--- config.mk ---
export PLATFORM = sky130hd
export DESIGN_NAME = seg_scan_decoder_flat
export DESIGN_NICKNAME = d
export VERILOG_FILES = /design/src/rtl/seg7_pkg.sv /design/src/rtl/seg_scan_decoder_if.sv /design/src/rtl/seg7_glyph_decode.sv /design/src/rtl/seg_scan_decoder.sv /design/src/flat_wrapper.sv
export SDC_FILE = /design/constraint.sdc
export NUM_CORES = 1
export LEC_CHECK = 0
export CORE_MARGIN = 2
export CORE_UTILIZATION = 63
export DETAILED_ROUTE_END_ITERATION = 8
export PLACE_DENSITY = 0.95
export SYNTH_ARGS = -nofsm -noshare
export SYNTH_HDL_FRONTEND = slang
export SYNTH_SLANG_ARGS = --single-unit
--- constraint.sdc ---
create_clock -name fpga_clk1 -period 9.15 [get_ports fpga_clk1]
set_clock_uncertainty 0.1 [all_clocks]
set_input_delay 0.915 -clock fpga_clk1 [delete_from_list [all_inputs] [get_ports fpga_clk1]]
set_output_delay 0.915 -clock fpga_clk1 [all_outputs]
set_load 0.03 [all_outputs]
--- src/rtl/seg7_pkg.sv ---
// Shared seven-segment definitions: glyph patterns, digit count, line
// polarities and the anode-to-digit select helper.
package seg7_pkg;

  // Number of multiplexed digits on the display.
  localparam int DIGITS = 4;

  // Asserted level of each display line group as it appears on the pins.
  localparam logic SEG_ON = 1'b0;
  localparam logic DP_ON  = 1'b0;
  localparam logic AN_ON  = 1'b0;

  // Active-high glyph patterns, bit order g..a (bit0 = segment a).
  localparam logic [6:0] GLYPH_0 = 7'h3F;
  localparam logic [6:0] GLYPH_1 = 7'h06;
  localparam logic [6:0] GLYPH_2 = 7'h5B;
  localparam logic [6:0] GLYPH_3 = 7'h4F;
  localparam logic [6:0] GLYPH_4 = 7'h66;
  localparam logic [6:0] GLYPH_5 = 7'h6D;
  localparam logic [6:0] GLYPH_6 = 7'h7D;
  localparam logic [6:0] GLYPH_7 = 7'h07;
  localparam logic [6:0] GLYPH_8 = 7'h7F;
  localparam logic [6:0] GLYPH_9 = 7'h6F;
  localparam logic [6:0] GLYPH_A = 7'h77;
  localparam logic [6:0] GLYPH_B = 7'h7C;
  localparam logic [6:0] GLYPH_C = 7'h39;
  localparam logic [6:0] GLYPH_D = 7'h5E;
  localparam logic [6:0] GLYPH_E = 7'h79;
  localparam logic [6:0] GLYPH_F = 7'h71;

  // Result of looking at the anode lines: hit is set only when exactly one
  // digit is driven, idx names that digit.
  typedef struct packed {
    logic       hit;
    logic [1:0] idx;
  } digit_sel_t;

  // Blank (no anode) and ghosting (several anodes) samples give hit = 0.
  function automatic digit_sel_t activeDigit(input logic [DIGITS-1:0] anPins);
    logic [DIGITS-1:0] anAct;
    digit_sel_t        sel;
    anAct   = (AN_ON == 1'b0) ? ~anPins : anPins;
    sel.hit = $onehot(anAct);
    sel.idx = 2'd0;
    for (int i = 0; i < DIGITS; i++) begin
      if (anAct[i]) begin
        sel.idx = 2'(i);
      end
    end
    return sel;
  endfunction

endpackage

--- src/rtl/seg_scan_decoder_if.sv ---
// Display-side lines coming into the scan decoder plus the recovered
// value/status lines going out of it.
interface seg_scan_decoder_if;
  import seg7_pkg::*;

  logic [6:0]        seg_n;
  logic              dp_n;
  logic [DIGITS-1:0] an_n;

  logic [15:0]       value_out;
  logic [DIGITS-1:0] dp_out;
  logic              value_valid;
  logic              value_changed;
  logic              digit_err;
  logic              scan_lost;

  // The side driving the display pins and watching the results.
  modport master (
    output seg_n, dp_n, an_n,
    input  value_out, dp_out, value_valid, value_changed, digit_err, scan_lost
  );

  // The decoder itself.
  modport slave (
    input  seg_n, dp_n, an_n,
    output value_out, dp_out, value_valid, value_changed, digit_err, scan_lost
  );

endinterface

--- src/rtl/seg7_glyph_decode.sv ---
// Turns an active-high seven-segment pattern back into its hex nibble.
// Patterns outside the sixteen known glyphs report valid_o = 0.
module seg7_glyph_decode
  import seg7_pkg::*;
(
  input  logic [6:0] glyph_i,
  output logic       valid_o,
  output logic [3:0] nibble_o
);

  // Exact-match lookup; a partially lit or corrupted glyph is never guessed.
  always_comb begin
    valid_o  = 1'b1;
    nibble_o = 4'h0;
    case (glyph_i)
      GLYPH_0: nibble_o = 4'h0;
      GLYPH_1: nibble_o = 4'h1;
      GLYPH_2: nibble_o = 4'h2;
      GLYPH_3: nibble_o = 4'h3;
      GLYPH_4: nibble_o = 4'h4;
      GLYPH_5: nibble_o = 4'h5;
      GLYPH_6: nibble_o = 4'h6;
      GLYPH_7: nibble_o = 4'h7;
      GLYPH_8: nibble_o = 4'h8;
      GLYPH_9: nibble_o = 4'h9;
      GLYPH_A: nibble_o = 4'hA;
      GLYPH_B: nibble_o = 4'hB;
      GLYPH_C: nibble_o = 4'hC;
      GLYPH_D: nibble_o = 4'hD;
      GLYPH_E: nibble_o = 4'hE;
      GLYPH_F: nibble_o = 4'hF;
      default: valid_o  = 1'b0;
    endcase
  end

endmodule

--- src/rtl/seg_scan_decoder.sv ---
// Receiver for a multiplexed 4-digit seven-segment display. Each digit dwell
// must be stable for STABLE_CYCLES samples before it is taken; four distinct
// digits make a frame, and a clean frame updates value_out/dp_out.
module seg_scan_decoder
  import seg7_pkg::*;
#(
  parameter int STABLE_CYCLES  = 16,
  parameter int TIMEOUT_CYCLES = 1048576
)
(
  input logic          fpga_clk1,
  input logic          rst,
  seg_scan_decoder_if.slave bus
);

  localparam int SW = $clog2(STABLE_CYCLES);
  localparam int IW = $clog2(TIMEOUT_CYCLES + 1);
  localparam logic [SW-1:0] STAB_MAX  = SW'(STABLE_CYCLES - 1);
  localparam logic [SW-1:0] STAB_LAST = SW'(STABLE_CYCLES - 2);
  localparam logic [IW-1:0] IDLE_MAX  = IW'(TIMEOUT_CYCLES);

  // Registered copy of the pins; everything downstream works on these.
  logic [6:0]        segN_q;
  logic              dpN_q;
  logic [DIGITS-1:0] anN_q;
  logic [11:0]       samplePrev_q;

  logic [SW-1:0]     stabCnt_q, stabCnt_d;
  logic [IW-1:0]     idleCnt_q, idleCnt_d;

  logic [DIGITS-1:0]       seen_q, seen_d;
  logic                    frameBad_q, frameBad_d;
  logic [DIGITS-1:0][3:0]  shadow_q, shadow_d;
  logic [DIGITS-1:0]       dpShadow_q, dpShadow_d;

  logic [15:0]       valueOut_q, valueOut_d;
  logic [DIGITS-1:0] dpOut_q, dpOut_d;
  logic              valueValid_q, valueValid_d;
  logic              valueChanged_q, valueChanged_d;
  logic              digitErr_q, digitErr_d;
  logic              scanLost_q, scanLost_d;

  logic [11:0]  sample;
  digit_sel_t   sel;
  logic         sameSample;
  logic         accept;
  logic [6:0]   segActive;
  logic         dpActive;
  logic         glyphValid;
  logic [3:0]   glyphNibble;
  logic         frameDone;
  logic         timedOut;

  assign sample     = {anN_q, segN_q, dpN_q};
  assign sel        = activeDigit(anN_q);
  assign sameSample = (sample == samplePrev_q);
  assign segActive  = (SEG_ON == 1'b0) ? ~segN_q : segN_q;
  assign dpActive   = (DP_ON == 1'b0) ? ~dpN_q : dpN_q;
  assign frameDone  = (seen_q == {DIGITS{1'b1}});

  seg7_glyph_decode u_glyph (
    .glyph_i  (segActive),
    .valid_o  (glyphValid),
    .nibble_o (glyphNibble)
  );

  // One pipeline stage on the pins, plus the previous sample for the
  // stability compare. Pins reset to the idle (all-off) level.
  always_ff @(posedge fpga_clk1) begin
    if (rst) begin
      segN_q       <= {7{~SEG_ON}};
      dpN_q        <= ~DP_ON;
      anN_q        <= {DIGITS{~AN_ON}};
      samplePrev_q <= {{DIGITS{~AN_ON}}, {7{~SEG_ON}}, ~DP_ON};
    end else begin
      segN_q       <= bus.seg_n;
      dpN_q        <= bus.dp_n;
      anN_q        <= bus.an_n;
      samplePrev_q <= sample;
    end
  end

  // Dwell counter: accept fires once on the step to STAB_MAX, then the
  // counter parks there so a long dwell is never taken twice.
  always_comb begin
    stabCnt_d = '0;
    accept    = 1'b0;
    if (sel.hit && sameSample) begin
      if (stabCnt_q == STAB_MAX) begin
        stabCnt_d = STAB_MAX;
      end else begin
        stabCnt_d = stabCnt_q + 1'b1;
        accept    = (stabCnt_q == STAB_LAST);
      end
    end
  end

  // Idle timer since the last accepted digit; scan_lost mirrors saturation,
  // so it drops one cycle after the next acceptance.
  always_comb begin
    idleCnt_d = idleCnt_q;
    if (accept) begin
      idleCnt_d = '0;
    end else if (idleCnt_q != IDLE_MAX) begin
      idleCnt_d = idleCnt_q + 1'b1;
    end
    timedOut   = (idleCnt_d == IDLE_MAX);
    scanLost_d = timedOut;
  end

  // Frame assembly: completion and timeout empty the frame first, then a
  // newly accepted digit is merged on top. A digit that disagrees with what
  // was already seen for its position means the source changed mid-scan, so
  // the frame restarts from that digit. Undecodable digits always restart or
  // poison the frame.
  always_comb begin
    seen_d         = seen_q;
    frameBad_d     = frameBad_q;
    shadow_d       = shadow_q;
    dpShadow_d     = dpShadow_q;
    valueOut_d     = valueOut_q;
    dpOut_d        = dpOut_q;
    valueValid_d   = 1'b0;
    valueChanged_d = 1'b0;
    digitErr_d     = 1'b0;

    if (frameDone) begin
      if (!frameBad_q) begin
        valueOut_d     = shadow_q;
        dpOut_d        = dpShadow_q;
        valueValid_d   = 1'b1;
        valueChanged_d = (shadow_q != valueOut_q);
      end
      seen_d     = '0;
      frameBad_d = 1'b0;
    end

    if (timedOut) begin
      seen_d     = '0;
      frameBad_d = 1'b0;
    end

    if (accept) begin
      digitErr_d = ~glyphValid;
      if (!seen_d[sel.idx]) begin
        shadow_d[sel.idx]   = glyphNibble;
        dpShadow_d[sel.idx] = dpActive;
        seen_d[sel.idx]     = 1'b1;
        if (!glyphValid) begin
          frameBad_d = 1'b1;
        end
      end else if (!glyphValid || (glyphNibble != shadow_d[sel.idx]) ||
                   (dpActive != dpShadow_d[sel.idx])) begin
        seen_d              = '0;
        seen_d[sel.idx]     = 1'b1;
        shadow_d[sel.idx]   = glyphNibble;
        dpShadow_d[sel.idx] = dpActive;
        frameBad_d          = ~glyphValid;
      end
    end
  end

  // State and output registers; reset drops any partial frame.
  always_ff @(posedge fpga_clk1) begin
    if (rst) begin
      stabCnt_q      <= '0;
      idleCnt_q      <= '0;
      seen_q         <= '0;
      frameBad_q     <= 1'b0;
      shadow_q       <= '0;
      dpShadow_q     <= '0;
      valueOut_q     <= '0;
      dpOut_q        <= '0;
      valueValid_q   <= 1'b0;
      valueChanged_q <= 1'b0;
      digitErr_q     <= 1'b0;
      scanLost_q     <= 1'b0;
    end else begin
      stabCnt_q      <= stabCnt_d;
      idleCnt_q      <= idleCnt_d;
      seen_q         <= seen_d;
      frameBad_q     <= frameBad_d;
      shadow_q       <= shadow_d;
      dpShadow_q     <= dpShadow_d;
      valueOut_q     <= valueOut_d;
      dpOut_q        <= dpOut_d;
      valueValid_q   <= valueValid_d;
      valueChanged_q <= valueChanged_d;
      digitErr_q     <= digitErr_d;
      scanLost_q     <= scanLost_d;
    end
  end

  assign bus.value_out     = valueOut_q;
  assign bus.dp_out        = dpOut_q;
  assign bus.value_valid   = valueValid_q;
  assign bus.value_changed = valueChanged_q;
  assign bus.digit_err     = digitErr_q;
  assign bus.scan_lost     = scanLost_q;

endmodule

--- src/flat_wrapper.sv ---
// flat-port wrapper written by rule: the top's interface ports become plain ports
module seg_scan_decoder_flat import seg7_pkg::*;
#(
  parameter int STABLE_CYCLES  = 16,
  parameter int TIMEOUT_CYCLES = 1048576
)
  (fpga_clk1, rst, bus_seg_n, bus_dp_n, bus_an_n, bus_value_out, bus_dp_out, bus_value_valid, bus_value_changed, bus_digit_err, bus_scan_lost);
  seg_scan_decoder_if bus_i ();
  input logic fpga_clk1;
  input logic rst;
  input wire logic [$bits(bus_i.seg_n)-1:0] bus_seg_n;
  input wire logic [$bits(bus_i.dp_n)-1:0] bus_dp_n;
  input wire logic [$bits(bus_i.an_n)-1:0] bus_an_n;
  output wire logic [$bits(bus_i.value_out)-1:0] bus_value_out;
  output wire logic [$bits(bus_i.dp_out)-1:0] bus_dp_out;
  output wire logic [$bits(bus_i.value_valid)-1:0] bus_value_valid;
  output wire logic [$bits(bus_i.value_changed)-1:0] bus_value_changed;
  output wire logic [$bits(bus_i.digit_err)-1:0] bus_digit_err;
  output wire logic [$bits(bus_i.scan_lost)-1:0] bus_scan_lost;
  assign bus_i.seg_n = bus_seg_n;
  assign bus_i.dp_n = bus_dp_n;
  assign bus_i.an_n = bus_an_n;
  assign bus_value_out = bus_i.value_out;
  assign bus_dp_out = bus_i.dp_out;
  assign bus_value_valid = bus_i.value_valid;
  assign bus_value_changed = bus_i.value_changed;
  assign bus_digit_err = bus_i.digit_err;
  assign bus_scan_lost = bus_i.scan_lost;
  seg_scan_decoder #(.STABLE_CYCLES(STABLE_CYCLES), .TIMEOUT_CYCLES(TIMEOUT_CYCLES)) u_core (.fpga_clk1(fpga_clk1), .rst(rst), .bus(bus_i));
endmodule
==> metrics.csv <==
metric;value;unit
firstDrtPassIters;4;
gp_congestion;0.886;
pre_cts_slack;5450;ps
path_buf_inv;1;
synth_edf_count;0;
peakVddDrop;0.110;mV
cp_data_required_time;9350;ps
swShare;0.256;
synth.distinct_cells;78;
synth-seq-area-share;0.379;
ant_nets;0;
post-route-period-util;0.423;
hold_class;reg2reg;
cts-root-buf;clkbuf_8;
synth_top_area_cell;dfxtp_1;
end_kind;flop;
clock_path_buffers;2;
grt_use_total;0.271;
synthCells;563;
clkSinkCount;98;
rows;33;
fin_nets;598;
design.core.area;0.00809;mm2
min_period;3870;ps
p_sw;0.000204;W
cpPeakStageDelay;580;ps
power_frac_clock;0.370;
combinationalPowerShare;0.072;
die_y;94.6;um
clkTransAtPathRegs;100;ps
hpwlAfterDp;7830;um
grt_pass1_wl;19200;um
cellLeakagePower;2.03;nW
clkLatencyLatePin;370;ps
p_per_area;139;mW/mm2
critical_path_class;reg2reg;
crit_top_cell;ha_1;
ctsHtreeMaxLevel;3;
maxSlewHeadroom;0.135;
ys_dominant_reg_cell;dfxtp_1;
io_pins;38;
num_vias;4224;
die_area;0.00895;mm2
whs;360;ps
dp_cells;668;
cp_max_fo;6;
drc;0;
path_cells;inv_1, ha_1, ha_1, fa_1, nor3b_1, nand2_1, nor4_1, nand2b_1, nand3b_1, o21ai_2, o2111ai_4, mux2i_1;
crit_slowest_cell;nor4_1;
nFillCells;587;
fin_cells;684;
final_hold_viol_count;0;
syn_area_per_cell;9.19;um2
first_global_vias;4149;
wl_per_cell;16.8;um
hold_buffers;0;
cts_buffers;9;
grt_max_degree;45;
worst_slack;5280;ps
start_util;0.639;
synth_area_leaders;dfxtp_1 38%, xnor2_1 6.8%, nand2_1 4.1%, mux2i_1 4.1%, nand2b_1 3.5%;
drv_cap;0;
slew_viol_final;0;
worst_pin_slew;1300;ps
overflow;0;
vias_per_cell;6.18;
die_w;94.6;um
cts_tree;yes;
syn-num-nets;587;
antenna_found_initial;0;
finalSetupViolations;0;
setup-tns-final;0;ps
drive_gt1_frac;0.117;
cts_resized;0;
rsz0062_at_grt;false;
max_freq;258;MHz
synth_area;0.00517;mm2
postCtsSetupRepairBufs;0;
initialDrtViolationCount;269;
io_buffers;37;
cp_top_family;simple AND/OR/NAND/NOR gates;
async_flop_share;0;
cellInternalPower;0.000591;W
antenna_cells;0;
outcome;finished, final reports clean;
synth.yosys.warnings;0;
ys_ff_latch;98;
power.share.sequential;0.559;
synth_top_cell_area_share;0.379;
cp.arrival;4070;ps
worstSetupStartpointType;flop;
area.growth.synth_to_final;10.5;%
wirelength;11500;um
layer usage:
layer | GRT usage | up-vias | wire length [um]
met5 | 0 | - | 0
met4 | 0.127 | 0 | 372
li1 | - | 2001 | -
met2 | 0.481 | 152 | 5950
met1 | 0.311 | 2035 | 4590
met3 | 0.0543 | 36 | 571
cells by family after synthesis:
| family | Yosys count | share of synthesized area |
|---|---|---|
| fa+ha+maj | 10 | 0.0256 |
| buf+inv | 48 | 0.0402 |
| compound gates | 78 | 0.121 |
| simple gates | 243 | 0.258 |
| xor+xnor | 56 | 0.0963 |
| flops | 98 | 0.379 |
| mux | 30 | 0.0791 |
Yosys cell counts (3+ instances only):
library cell and count:
nand4_1 18, a21oi_1 30, nor3_1 5, o2bb2ai_1 4, nor2b_1 6, nor4_1 15
o21ai_0 3, a211oi_1 3, inv_1 7, mux4_1 5, nand2b_1 29, ha_1 9
nand3_1 17, nand2_1 57, a31oi_1 3, xor2_1 15, or3_1 4, and4_1 3
mux2i_1 21, o2111ai_4 3, and2_1 3, dfxtp_1 98, or2_2 29, xnor2_1 40
clkbuf_1 25, and3_1 6, buf_2 9, nor2_1 34
power groups by stage:
stage | Sequential, W | Clock (W) | Combinational, W
final | 0.000444 | 0.000294 | 0.0000571
after global placement | 0.000453 | 0 | 0.0000535
after CTS | 0.000443 | 0.000297 | 0.0000564
after floorplan | 0.000447 | 0 | 0.0000480
after global routing | 0.000445 | 0.000314 | 0.0000622
after detailed placement | 0.000453 | 0 | 0.0000559
path summary, 6_finish.rpt:
check | from | end | slack [ps] | cells after the start
max | u_core.anN_q[3] | u_core.dpShadow_q[0] | 5280 | 12
min | u_core.bus.dp_out[1] | u_core.bus.dp_out[1] | 360 | 2
max reg2reg | u_core.anN_q[3] | u_core.dpShadow_q[0] | 5280 | 12
min reg2reg | u_core.bus.dp_out[1] | u_core.bus.dp_out[1] | 360 | 2
worst min-delay path: cells and delay by family (launching register included):
family,cells,cell delay [ps]
flops,1,320
simple gates,1,50
compound gates,1,50
per-stage QoR:
stage / util / power, W / area (um2)
after floorplan: - / 0.000495 / 5170
after global placement: 0.680 / 0.000506 / 5510
after detailed placement: 0.680 / 0.000509 / 5510
after CTS: 0.706 / 0.000797 / 5720
after global routing: 0.706 / 0.000821 / 5720
final: 0.706 / 0.000795 / 5720
flip-flops by register name, summed over array words and instances, names as in the netlist:
register	cells
u_core.seen_q	4
u_core.dpN_q	1
u_core.idleCnt_q	21
u_core.frameBad_q	1
u_core.dpShadow_q	4
u_core.samplePrev_q	12
u_core.bus.scan_lost	1
u_core.stabCnt_q	4
u_core.bus.dp_out	4
u_core.segN_q	7
u_core.bus.digit_err	1
u_core.bus.value_changed	1
u_core.anN_q	4
u_core.shadow_q	16
u_core.bus.value_out	16
u_core.bus.value_valid	1
placed cells by master, fill, tap and decap left out, types with 7 or more instances in the layout:
master           netlist  layout
nand2b_1              29      29
inv_1                  7       7
nand4_1               18      18
a21oi_1               30      30
nand3_1               17      17
or2_2                 29      29
xnor2_1               40      40
xor2_1                15      15
nor4_1                15      15
clkbuf_8               0       9
nand2_1               57      57
clkdlybuf4s50_1        0      36
nor2_1                34      34
ha_1                   9       9
dfxtp_1               98      98
mux2i_1               21      21
area by class of cell:
type | instances | area [um2] | share of cell area
inverter | 10 | 37.5 | 0.00657
clock buffer | 9 | 124 | 0.0217
multi-input combinational | 417 | 3000 | 0.525
timing repair buffer | 38 | 373 | 0.0652
tap | 105 | 131 | 0.0230
sequential | 98 | 1960 | 0.343
clock inverter | 7 | 87.6 | 0.0153
Note: power is estimated with default switching activity, not from simulation.
==> variant (same flow settings) <==
`TIMEOUT_CYCLES` is set to 1048576 in 2 places; all go to 4194304.
--- a/src/rtl/seg_scan_decoder.sv
+++ b/src/rtl/seg_scan_decoder.sv
@@ -7,3 +7,3 @@
   parameter int STABLE_CYCLES  = 16,
-  parameter int TIMEOUT_CYCLES = 1048576
+  parameter int TIMEOUT_CYCLES = 4194304
 )
--- a/src/flat_wrapper.sv
+++ b/src/flat_wrapper.sv
@@ -4,3 +4,3 @@
   parameter int STABLE_CYCLES  = 16,
-  parameter int TIMEOUT_CYCLES = 1048576
+  parameter int TIMEOUT_CYCLES = 4194304
 )
Function: same outputs for any inputs over 10 cycles, from zero or initial values and one cycle with rst high; that may be too few to reach the edited logic, so the function may still have changed.
==> variant against the original RTL <==
Non-clock buffer count increased by 1; maximum frequency increased by 8.6%; wire length decreased by 1.8%; sequential cell count increased by 2; synthesized area decreased by 2.9%; hold slack improved by 0.0023 ns; power decreased by 1.7%; critical endpoint is now u_core.seen_q[2]$_SDFF_PP0_; largest cell class unchanged; largest power group unchanged; cell area decreased by 2.5%; sequential power increased by 2%; worst setup slack improved by 0.31 ns.
==> variant: results (changes against the original RTL) <==
status:
  status: "finished clean"
critical_path:
  path_max_fanout: 5  # -1
  cp-endpoint: "u_core.seen_q[2]$_SDFF_PP0_"
  rrSetupSlack_ns: 5.59  # +0.31 ns
  cp.arrival_ns: 3.72  # -0.35 ns
drt:
  dr.pass1.iters: 5  # +1
  avgViaCountPerCell: 6.10  # -1.2%
  wl_met1_mm: 4.63  # +0.89%
  first_iter_violations: 223  # -17%
  dr_wl_met3_um: 578  # +1.2%
  met2_wirelength_mm: 5.71  # -3.9%
  finalWirelength_mm: 11.3  # -1.8%
clocking:
  clk_pin_slew_ns: 0.11
  clkLatencyLatePin_ns: 0.38
logic_synthesis:
  ys_seq_area_share_pct: 39.9  # +1.9 points
  ys_types: 71  # -9.0%
  yosys-top-cells-count: "dfxtp_1 (100), nand2_1 (83), nor2_1 (41)"
  synth_nets: 582  # -0.85%
final_layout:
  nets: 600  # +0.33%
  drive_gt1_share_pct: 10.7  # -1.1 points
  fillers: 534  # -9.0%
  largest_reg_flops: 23  # +9.5%
power:
  switchingPower_mw: 0.210  # +3.0%
  power_leakage_nw: 2.08  # +2.5%
  ir_drop_uv: 74.3  # -32%
sta:
  tightest_slew_ns: 1.25  # -0.0445 ns
grt:
  grt.total_usage_pct: 27.5  # +0.40 points
  grt_pass1_wl_mm: 19.1  # -0.47%
placement:
  dp_hpwl_mm: 7.80  # -0.39%
  place.gp.congestion: 0.915  # +3.2%
variant: final cells by class:
class / count / area, µm² / share of cell area [%]
multi-input cells: 408 / 2790 / 50.1
repair buffers: 39 / 385 / 6.92
clock inverters: 7 / 70.1 / 1.26
clock buffers: 9 / 124 / 2.22
inverters: 19 / 71.3 / 1.28
well taps: 102 / 128 / 2.29
flip-flops and latches: 100 / 2000 / 35.9
variant: worst max-delay path: stages (launching register included):
cell and delay, ns:
dfxtp_1 0.45, inv_1 0.11, ha_1 0.29, ha_1 0.19, fa_1 0.50, nor3b_1 0.06
nor2b_1 0.12, and4b_1 0.18, and2b_1 0.20, or4_1 0.54, nor4b_1 0.32, a221o_2 0.32
o22ai_2 0.09
variant: stage by stage:
step	power, mW	setup WS [ns]	cell area, µm²	instances	hold WS (ns)
3_3_place_gp	0.506	5.80	5380	668	0.347
5_1_grt	0.807	5.47	5570	684	0.387
3_5_place_dp	0.510	5.67	5380	668	0.350
4_1_cts	0.781	5.62	5570	684	0.364
6_report	0.781	5.59	5570	684	0.363
2_1_floorplan	0.495	5.93	5020	559	0.338
variant: routing by layer:
layer / global-route usage (%) / up-vias
li1: - / 1974
met1: 32.6 / 2011
met2: 48.0 / 143
met3: 5.08 / 44
met4: 12.9 / 0
met5: 0 / -
variant: power groups by stage:
stage	Sequential [mW]	Clock (mW)	Combinational (mW)
after floorplan	0.456	0	0.0395
after global placement	0.461	0	0.0457
after detailed placement	0.462	0	0.0480
after CTS	0.452	0.282	0.0482
after global routing	0.453	0.300	0.0534
final	0.452	0.281	0.0486
variant: worst min-delay path by stage:
stage / endpoint / depth (start not counted) / from
5_1_grt: u_core.bus.dp_out[2]$_SDFFE_PP0P_ / 2 / u_core.bus.dp_out[2]$_SDFFE_PP0P_
4_1_cts: u_core.bus.dp_out[2]$_SDFFE_PP0P_ / 2 / u_core.bus.dp_out[2]$_SDFFE_PP0P_
6_report: u_core.bus.dp_out[2]$_SDFFE_PP0P_ / 2 / u_core.bus.dp_out[2]$_SDFFE_PP0P_
3_5_place_dp: u_core.bus.dp_out[2]$_SDFFE_PP0P_ / 2 / u_core.bus.dp_out[2]$_SDFFE_PP0P_
2_1_floorplan: u_core.bus.dp_out[1]$_SDFFE_PP0P_ / 2 / u_core.dpShadow_q[1]$_SDFFE_PP0P_
3_3_place_gp: u_core.bus.dp_out[0]$_SDFFE_PP0P_ / 2 / u_core.bus.dp_out[0]$_SDFFE_PP0P_
variant: cells by family (layout without fill, tap and decap cells):
logic type	after synthesis	in the layout	synth area share, %
compound gates	67	67	10.5
xor+xnor	54	54	9.41
fa+ha+maj	9	9	2.39
buf+inv	51	74	4.56
flops	100	100	39.9
mux	28	28	7.37
simple gates	250	250	26.0
